[src/rtl/if_fetch_unit_pkg.sv]
// Shared definitions for the instruction-fetch front end and IF/ID stage buffer:
// fetch state encoding, PC constants and IF/ID field layout.
package if_fetch_unit_pkg;

    typedef enum logic [1:0] {
        START,
        FETCH,
        HOLD,
        DRAIN
    } fetch_state_e;

    localparam int unsigned IF_PC_WIDTH    = 16;
    localparam int unsigned IF_INSTR_WIDTH = 16;
    localparam int unsigned IF_PC_STEP     = 2;
    localparam logic [IF_PC_WIDTH-1:0] IF_RESET_PC = 16'h0000;

    // IF/ID word: {pc_plus2, instr}
    localparam int unsigned IFID_WIDTH     = 32;
    localparam int unsigned IFID_PC_LSB    = 16;
    localparam int unsigned IFID_INSTR_LSB = 0;

endpackage

[src/rtl/register.sv]
// Generic pipeline register with write enable and synchronous flush to zero.
module register #(
    parameter int unsigned SIZE = 32
) (
    input  logic [SIZE-1:0] in,
    input  logic            writeEnable,
    input  logic            clk,
    input  logic            rst,
    input  logic            flush,
    output logic [SIZE-1:0] out
);

    // NOTE: sequential state uses non-blocking (<=) so every flop samples pre-edge values.
    always_ff @(posedge clk or negedge rst) begin
        if (!rst)
            out <= '0;
        else if (flush)
            out <= '0;
        else if (writeEnable)
            out <= in;
    end

endmodule

[src/rtl/if_fetch_unit.sv]
// Instruction-fetch front end: owns the PC, runs the imem req/ack handshake and
// feeds the IF/ID buffer, absorbing ID stalls and branch redirects.
module if_fetch_unit
    import if_fetch_unit_pkg::*;
#(
    parameter int unsigned          PC_WIDTH    = IF_PC_WIDTH,
    parameter int unsigned          INSTR_WIDTH = IF_INSTR_WIDTH,
    parameter logic [PC_WIDTH-1:0]  RESET_PC    = IF_RESET_PC,
    parameter int unsigned          PC_STEP     = IF_PC_STEP
) (
    input  logic                   clk,
    input  logic                   rst,
    output logic                   imem_req,
    output logic [PC_WIDTH-1:0]    imem_addr,
    input  logic                   imem_ack,
    input  logic [INSTR_WIDTH-1:0] imem_rdata,
    input  logic                   stall,
    input  logic                   redirect,
    input  logic [PC_WIDTH-1:0]    redirect_pc,
    output logic                   ifid_write,
    output logic                   ifid_flush,
    output logic [PC_WIDTH-1:0]    ifid_pc_plus2,
    output logic [INSTR_WIDTH-1:0] ifid_instr,
    output logic [PC_WIDTH-1:0]    fetch_pc
);

    localparam logic [PC_WIDTH-1:0] STEP = PC_WIDTH'(PC_STEP);

    fetch_state_e           state, state_next;
    logic [PC_WIDTH-1:0]    pc_next, target_pc, target_next, pc_plus_step;
    logic                   hold_we, hold_flush, use_live;
    logic [IFID_WIDTH-1:0]  hold_in, hold_out;

    assign pc_plus_step = fetch_pc + STEP;

    always_ff @(posedge clk or negedge rst) begin
        if (!rst) begin
            state     <= START;
            fetch_pc  <= RESET_PC;
            target_pc <= '0;
        end else begin
            state     <= state_next;
            fetch_pc  <= pc_next;
            target_pc <= target_next;
        end
    end

    // NOTE: every signal gets a default before the case so no path infers a latch.
    always_comb begin
        state_next  = state;
        pc_next     = fetch_pc;
        target_next = redirect ? redirect_pc : target_pc;
        imem_req    = 1'b0;
        ifid_write  = 1'b0;
        ifid_flush  = redirect;
        hold_we     = 1'b0;
        hold_flush  = 1'b0;
        use_live    = 1'b0;

        unique case (state)
            START: begin
                if (redirect) pc_next = redirect_pc;
                state_next = FETCH;
            end
            FETCH: begin
                imem_req = 1'b1;
                if (redirect) begin
                    // An unanswered request cannot be dropped, so its ack is drained first.
                    if (imem_ack) pc_next    = redirect_pc;
                    else          state_next = DRAIN;
                end else if (imem_ack) begin
                    pc_next = pc_plus_step;
                    if (stall) begin
                        hold_we    = 1'b1;
                        state_next = HOLD;
                    end else begin
                        ifid_write = 1'b1;
                        use_live   = 1'b1;
                    end
                end
            end
            HOLD: begin
                if (redirect) begin
                    hold_flush = 1'b1;
                    pc_next    = redirect_pc;
                    state_next = FETCH;
                end else if (!stall) begin
                    ifid_write = 1'b1;
                    state_next = FETCH;
                end
            end
            DRAIN: begin
                imem_req = 1'b1;
                if (imem_ack) begin
                    pc_next    = target_next;
                    state_next = FETCH;
                end
            end
            default: state_next = START;
        endcase
    end

    assign hold_in[IFID_PC_LSB +: PC_WIDTH]       = pc_plus_step;
    assign hold_in[IFID_INSTR_LSB +: INSTR_WIDTH] = imem_rdata;

    register #(.SIZE(IFID_WIDTH)) u_hold (
        .in          (hold_in),
        .writeEnable (hold_we),
        .clk         (clk),
        .rst         (rst),
        .flush       (hold_flush),
        .out         (hold_out)
    );

    assign imem_addr     = fetch_pc;
    assign ifid_pc_plus2 = use_live ? pc_plus_step : hold_out[IFID_PC_LSB +: PC_WIDTH];
    assign ifid_instr    = use_live ? imem_rdata   : hold_out[IFID_INSTR_LSB +: INSTR_WIDTH];

endmodule
[config.mk]
export PLATFORM = sky130hd
export DESIGN_NAME = if_fetch_unit
export DESIGN_NICKNAME = d
export VERILOG_FILES = /design/src/rtl/if_fetch_unit_pkg.sv /design/src/rtl/register.sv /design/src/rtl/if_fetch_unit.sv
export SDC_FILE = /design/constraint.sdc
export NUM_CORES = 1
export LEC_CHECK = 0
export ABC_AREA = 0
export CAP_MARGIN = 30
export CORE_MARGIN = 2
export CORE_UTILIZATION = 30
export CTS_CLUSTER_DIAMETER = 40
export CTS_CLUSTER_SIZE = 14
export DETAILED_ROUTE_END_ITERATION = 8
export DONT_BUFFER_PORTS = 1
export GPL_TIMING_DRIVEN = 0
export PLACE_DENSITY = 0.5
export SYNTH_ARGS = -nofsm -noshare
export SYNTH_HDL_FRONTEND = slang
export SYNTH_HIERARCHICAL = 1
export SYNTH_SLANG_ARGS = --single-unit
[constraint.sdc]
create_clock -name clk -period 2.6 [get_ports clk]
set_input_delay 0.39 -clock clk [delete_from_list [all_inputs] [get_ports clk]]
set_output_delay 0.39 -clock clk [all_outputs]
set_load 0.01 [all_outputs]
==> flow_summary.ini <==
[clock_tree]
cts.sinks = 66
cts_inserted_buffers = 9
htree_levels = 3
clockRootBuffer = clkbuf_16
clk_path_buf_depth = 2
cts_tree = yes
clk_pin_slew_worst_paths_ns = 0.06
clk_latency_ns = 0.32

[critical_path]
path_max_fanout = 10
path_class = flip-flop to output pin
reg2reg_from = state[0]
worstPathArrival_ns = 2.10
worstPathCellList = inv_2 -> ha_1 -> buf_6 -> nand2b_4 -> nor3_4 -> buf_4 -> buf_6 -> mux2_2
crit_required_ns = 2.21
cp-start-kind = flip-flop
slowest_stage = dfrtp_1
crit_top_cell = buf_6
slowest_delay_ns = 0.40
crit_start = state[1]
end_kind = output pin

[floorplanning]
fp.dieArea_sq_um = 14460
io_pins = 104
fp.dieW_microns = 120.3
placement_rows = 42
initial_core_util_pct = 30.62
core_sq_um = 13240
die_h_microns = 120.3

[route]
routed_via_density = 5.154
ant_nets = 0
drt_iter0_markers = 132
routed_wl_microns = 10860
drcViolationCount = 0
first_pass_iters = 6
vias = 3072
wl_per_cell_microns = 18.22

[logic_synthesis]
ys_types = 53
ys_warn_count = 6
ys_ff_latch = 66
netlist_area_sq_um = 4055
syn_inst = 396
synth_area_leaders = dfrtp_1 41%, mux2_2 12%, mux2i_1 8.9%, nor2_1 4.3%, buf_4 3.3%
postSynth.asyncResetShare_pct = 100.0
yosysSeqAreaShare_pct = 40.73
yosys.area.top_type = dfrtp_1
yosysTopAreaCellShare_pct = 40.73
postSynthAreaPerCell_sq_um = 10.24
ys.flop_type = dfrtp_1
syn_nets = 438
synth-edff-count = 0

[cells_and_area]
seq_area_sq_um = 1662
fillers = 1359
drive_gt1_share_pct = 31.19
final_common_cell = dfrtp_1
final_util_pct = 36.40
nNetsFinal = 457
most-common-layout-cells = 58 x dfrtp_1, 46 x nor2_1, 41 x mux2_2
multi_input_area_sq_um = 2122
diodes = 0
syn2layout_area_growth_pct = 18.88

[sta]
clock.fmax_mhz = 401.6
rsz0062_at_grt = false
finClkSkew_ns = 0.004166
setup_viol = 0
max-slew-margin-rel_pct = 36.25
min_period_ns = 2.490
drv_slew = 0
min_period_over_period_pct = 95.77
worst_pin_slew_ns = 0.9544
tns_ns = 0
hold_violations = 0
holdWs_ns = 0.2130

[global_routing]
grt_usage_pct = 15.30
antenna_found_initial = 0
grt_pass1_wl_microns = 17090
grt_pass1_vias = 3030
grt_max_degree = 67
grt_overflow = 0

[min_path]
min_path_type = input pin to flip-flop
hp-start = redirect_pc[5]

[placed_design]
routabilityCongestion = 0.7848
port_buffers = 0
dp_hpwl_microns = 7974

[job]
cap_violations = 0

[power_and_ir_drop]
vdd_ir_drop_max_mv = 0.4709
leakage_nw = 2.023
power_density_nw_per_um2 = 1235

[outcome]
status = complete, no violations
[cell type report]
cell class | count | share of cell area, %
Clock inverter | 6 | 1.869
Tap cell | 176 | 4.568
Timing Repair Buffer | 8 | 1.713
Clock buffer | 10 | 4.750
Buffer | 43 | 7.059
Multi-Input combinational cell | 267 | 44.02
Inverter | 20 | 1.557
Sequential cell | 66 | 34.47
[worst max-delay path, delay by kind of cell (launching register included)]
| kind | cells | cell delay [ns] |
|---|---|---|
| fa+ha+maj | 1 | 0.16 |
| buf+inv | 4 | 0.53 |
| flops | 1 | 0.40 |
| simple gates | 2 | 0.30 |
| mux | 1 | 0.39 |
[stage by stage]
stage / cells / area, sq um / total power (W) / setup slack, ns
4_1_cts: 593 / 4746 / 0.005938 / 0.0003382
5_1_grt: 596 / 4821 / 0.006404 / 0.0004505
6_report: 596 / 4821 / 0.005955 / 0.1101
2_1_floorplan: 396 / 4055 / 0.003855 / 0.3156
3_3_place_gp: 572 / 4275 / 0.004434 / -0.2761
3_5_place_dp: 572 / 4275 / 0.004479 / -0.3020
[where the power goes]
group          total, W  switching, W  internal (W)
registers       0.00193      0.000491       0.00144
logic           0.00271       0.00153       0.00117
clock network   0.00131      0.000471      0.000843
total           0.00596       0.00250       0.00346
[kinds of logic after synthesis]
group	count (synthesis)	synth area share (%)
and+or+nand+nor	98	12.40
muxes	79	20.83
AOI/OAI and AO/OA	76	13.33
DFF	66	40.73
buffers and inverters	63	9.226
xor gates and xnor gates	9	1.944
adders and majority gates	5	1.543
[state kept, by name, summed over array words and instances, names as in the netlist]
name        count
fetch_pc       16
state           2
target_pc      16
u_hold/out     32
[final timing paths]
| kind | depth (start not counted) | to | slack [ns] |
|---|---|---|---|
| worst max-delay path | 8 | ifid_pc_plus2[12] | 0.11 |
| worst min-delay path | 1 | target_pc[5] | 0.21 |
| worst max register to register | 7 | fetch_pc[14] | 0.28 |
| worst min register to register | 1 | target_pc[12] | 0.50 |
| max in group asynchronous | 2 | fetch_pc[7] | 1.69 |
| min in group asynchronous | 2 | u_hold/out[1] | 0.61 |
[layer usage]
layer | wire length [microns] | part of all wire (%) | global-route usage, %
met5 | 0 | 0 | 0
met1 | 4805 | 44 | 20.86
met2 | 5261 | 48 | 24.15
met4 | 93 | 0.86 | 4.506
met3 | 700 | 6.4 | 3.679
[synth_stat cells, drive strengths merged (3+ instances only)]
cell,instances
inv,20
mux2,43
a21o,3
clkbuf,8
a221oi,7
o22ai,7
ha,5
or4,4
a221o,3
o31ai,6
xnor2,7
buf,35
o211ai,5
nor2,46
nand2,14
nand3,7
a21oi,15
mux2i,36
nor4,3
dfrtp,66
o21ai,10
a31oi,3
a211oi,3
nor3,6
or2,6
a311oi,3
[repair_timing]
item / 4_1_cts / 5_1_grt
setup endpoints to repair: 33 / 59
gates resized for setup: 24 / 17
setup buffers: 3 / 3
hold endpoints to repair: 66 / 0
pin swaps: 0 / 2
hold buffers: 2 / 0
Note: power is estimated with default switching activity, not from simulation.
==> edit: new RTL, config.mk and constraints unchanged <==
The 4 states of `fetch_state_e` get a one-hot encoding in 4 bits.
--- a/src/rtl/if_fetch_unit_pkg.sv
+++ b/src/rtl/if_fetch_unit_pkg.sv
@@ -3,9 +3,9 @@
 package if_fetch_unit_pkg;
 
-    typedef enum logic [1:0] {
-        START,
-        FETCH,
-        HOLD,
-        DRAIN
+    typedef enum logic [3:0] {
+        START = 4'b0001,
+        FETCH = 4'b0010,
+        HOLD  = 4'b0100,
+        DRAIN = 4'b1000
     } fetch_state_e;
 
Check against the original RTL: no difference found for any inputs over 4 cycles, from zero or initial values and one cycle with rst low; so few cycles prove little.
==> edit against the unedited design <==
- first-iteration DRC count rose by 18%
- power fell by 7.0%
- sequential cell count rose by 2
- area after synthesis barely moved
- setup slack got worse by 41 ps
- cell area fell by 1.4%
- largest power group unchanged
- wire length fell by 1.7%
- worst hold slack got worse by 9.7 ps
- maximum frequency fell by 1.6%
- critical path type unchanged
==> edit: results (changes against the unedited design) <==
post_dp_cell_area_um2: 4277  # about the same
first_iter_violations: 156  # +18%
ys_seq_area_share_pct: 41.98  # +1.3 points
outcome: "finished clean"
reg2reg_to: "u_hold/out[10]$_DFFE_PN0P_"
grt_pass1_wl_um: 16960  # -0.77%
cp_top_family: "simple AND/OR/NAND/NOR gates"
irDropWorstVdd_mv: 0.3960  # -16%
fin_cells: 595  # -0.17%
skew_ps: 4.392  # +0.2254 ps
maxSlewHeadroom_pct: 50.65  # +14 points
first_pass_iters: 5  # -1
num_vias: 3044  # -0.91%
final.min_clock_period_ps: 2531  # +41.10 ps
critPathArrivalTime_ps: 2140  # +40 ps
syn_inst: 394  # -0.51%
grt_start_max_net_pins: 69  # +3.0%
crit_start: "state[0]$_DFFE_PN1P_"
finalWeightedCongestion: 0.7881  # +0.42%
fin_nets: 452  # -1.1%
yosys-top-cells-count: "dfrtp_1 (67), nor2_1 (42), mux2i_1 (33), mux2_1 (28), buf_4 (20)"
worstSetupEndpoint: "ifid_pc_plus2[4]"
syn-num-nets: 432  # -1.4%
ys_types: 52  # -1.9%
post-place-cells: 570  # -0.35%
crit_path_top_delay_cell: "nor4b_4"
drive_gt1_share_pct: 24.34  # -6.8 points
grt_use_total_pct: 15.22  # -0.079 points
dp_hpwl_um: 7874  # -1.2%
-- edit: cell types whose count changed in the layout (fill, tap and decap cells not counted), sizes merged, moves of 5 or more --
cell / delta
a22oi: +6
a21oi: -9
a221oi: -7
a222oi: +7
nor3: +10
o21ai: +5
o31ai: -6
nand3: +6
inv: -8
nand2: +5
-- edit: layer usage --
layer | vias to the layer above | share of wire [%] | track usage [%]
li1 | 1460 | - | -
met4 | 0 | 1.1 | 5.378
met3 | 7 | 8.1 | 5.708
met1 | 1489 | 44 | 19.37
met5 | - | 0 | 0
met2 | 88 | 47 | 23.72
-- edit: area by class of cell --
type,count,area [um^2]
fillers,1355,8491
multi-input cells,269,2021
flip-flops and latches,68,1713
plain buffers,44,332.8
clock buffers,10,239.0
well taps,176,220.2
repair buffers,9,90.09
clock inverters,6,87.58
inverters,13,48.80
-- edit: worst min path at each step --
| stage | start | end | slack [ps] | depth (start not counted) |
|---|---|---|---|---|
| 2_1_floorplan | rst | fetch_pc[0]$_DFFE_PN0P_ | 90 | 0 |
| 3_3_place_gp | rst | u_hold/out[15]$_DFFE_PN0P_ | 100 | 0 |
| 3_5_place_dp | rst | u_hold/out[15]$_DFFE_PN0P_ | 100 | 0 |
| 4_1_cts | redirect_pc[7] | target_pc[7]$_DFF_PN0_ | 190 | 1 |
| 5_1_grt | redirect_pc[10] | target_pc[10]$_DFF_PN0_ | 190 | 1 |
| 6_report | redirect_pc[7] | target_pc[7]$_DFF_PN0_ | 200 | 1 |
-- edit: cells by family (layout without fill, tap and decap cells) --
| logic type | Yosys count | in the layout | share of synthesized area [%] |
|---|---|---|---|
| xor gates and xnor gates | 12 | 12 | 2.591 |
| adders and majority gates | 1 | 1 | 0.3084 |
| muxes | 75 | 75 | 19.80 |
| DFF | 68 | 68 | 41.98 |
| AOI/OAI and AO/OA | 65 | 65 | 11.91 |
| and+or+nand+nor | 116 | 116 | 14.53 |
| buffers and inverters | 57 | 82 | 8.884 |
-- edit: repair_timing --
item / in CTS / in global routing
endpoints found under the setup margin: 25 / 26
gates resized for setup: 10 / 15
setup buffers: 4 / 3
pin swaps: 2 / 4
hold buffers: 2 / 0
endpoints found under the hold margin: 68 / 0
-- edit: worst register-to-register path, stage by stage (launching register included) --
cell	delay (ps)
dfstp_2	390
buf_2	190
nor4b_4	400
buf_4	170
buf_4	110
nand2_1	210
nor2_1	250
buf_6	180
buf_12	150
mux2i_1	210
nor2_1	60
-- edit: power breakdown --
group          internal [mW]  switching [mW]  total (mW)
sequential              1.47           0.480        1.95
clock                  0.863           0.470        1.33
combinational          0.993            1.26        2.25
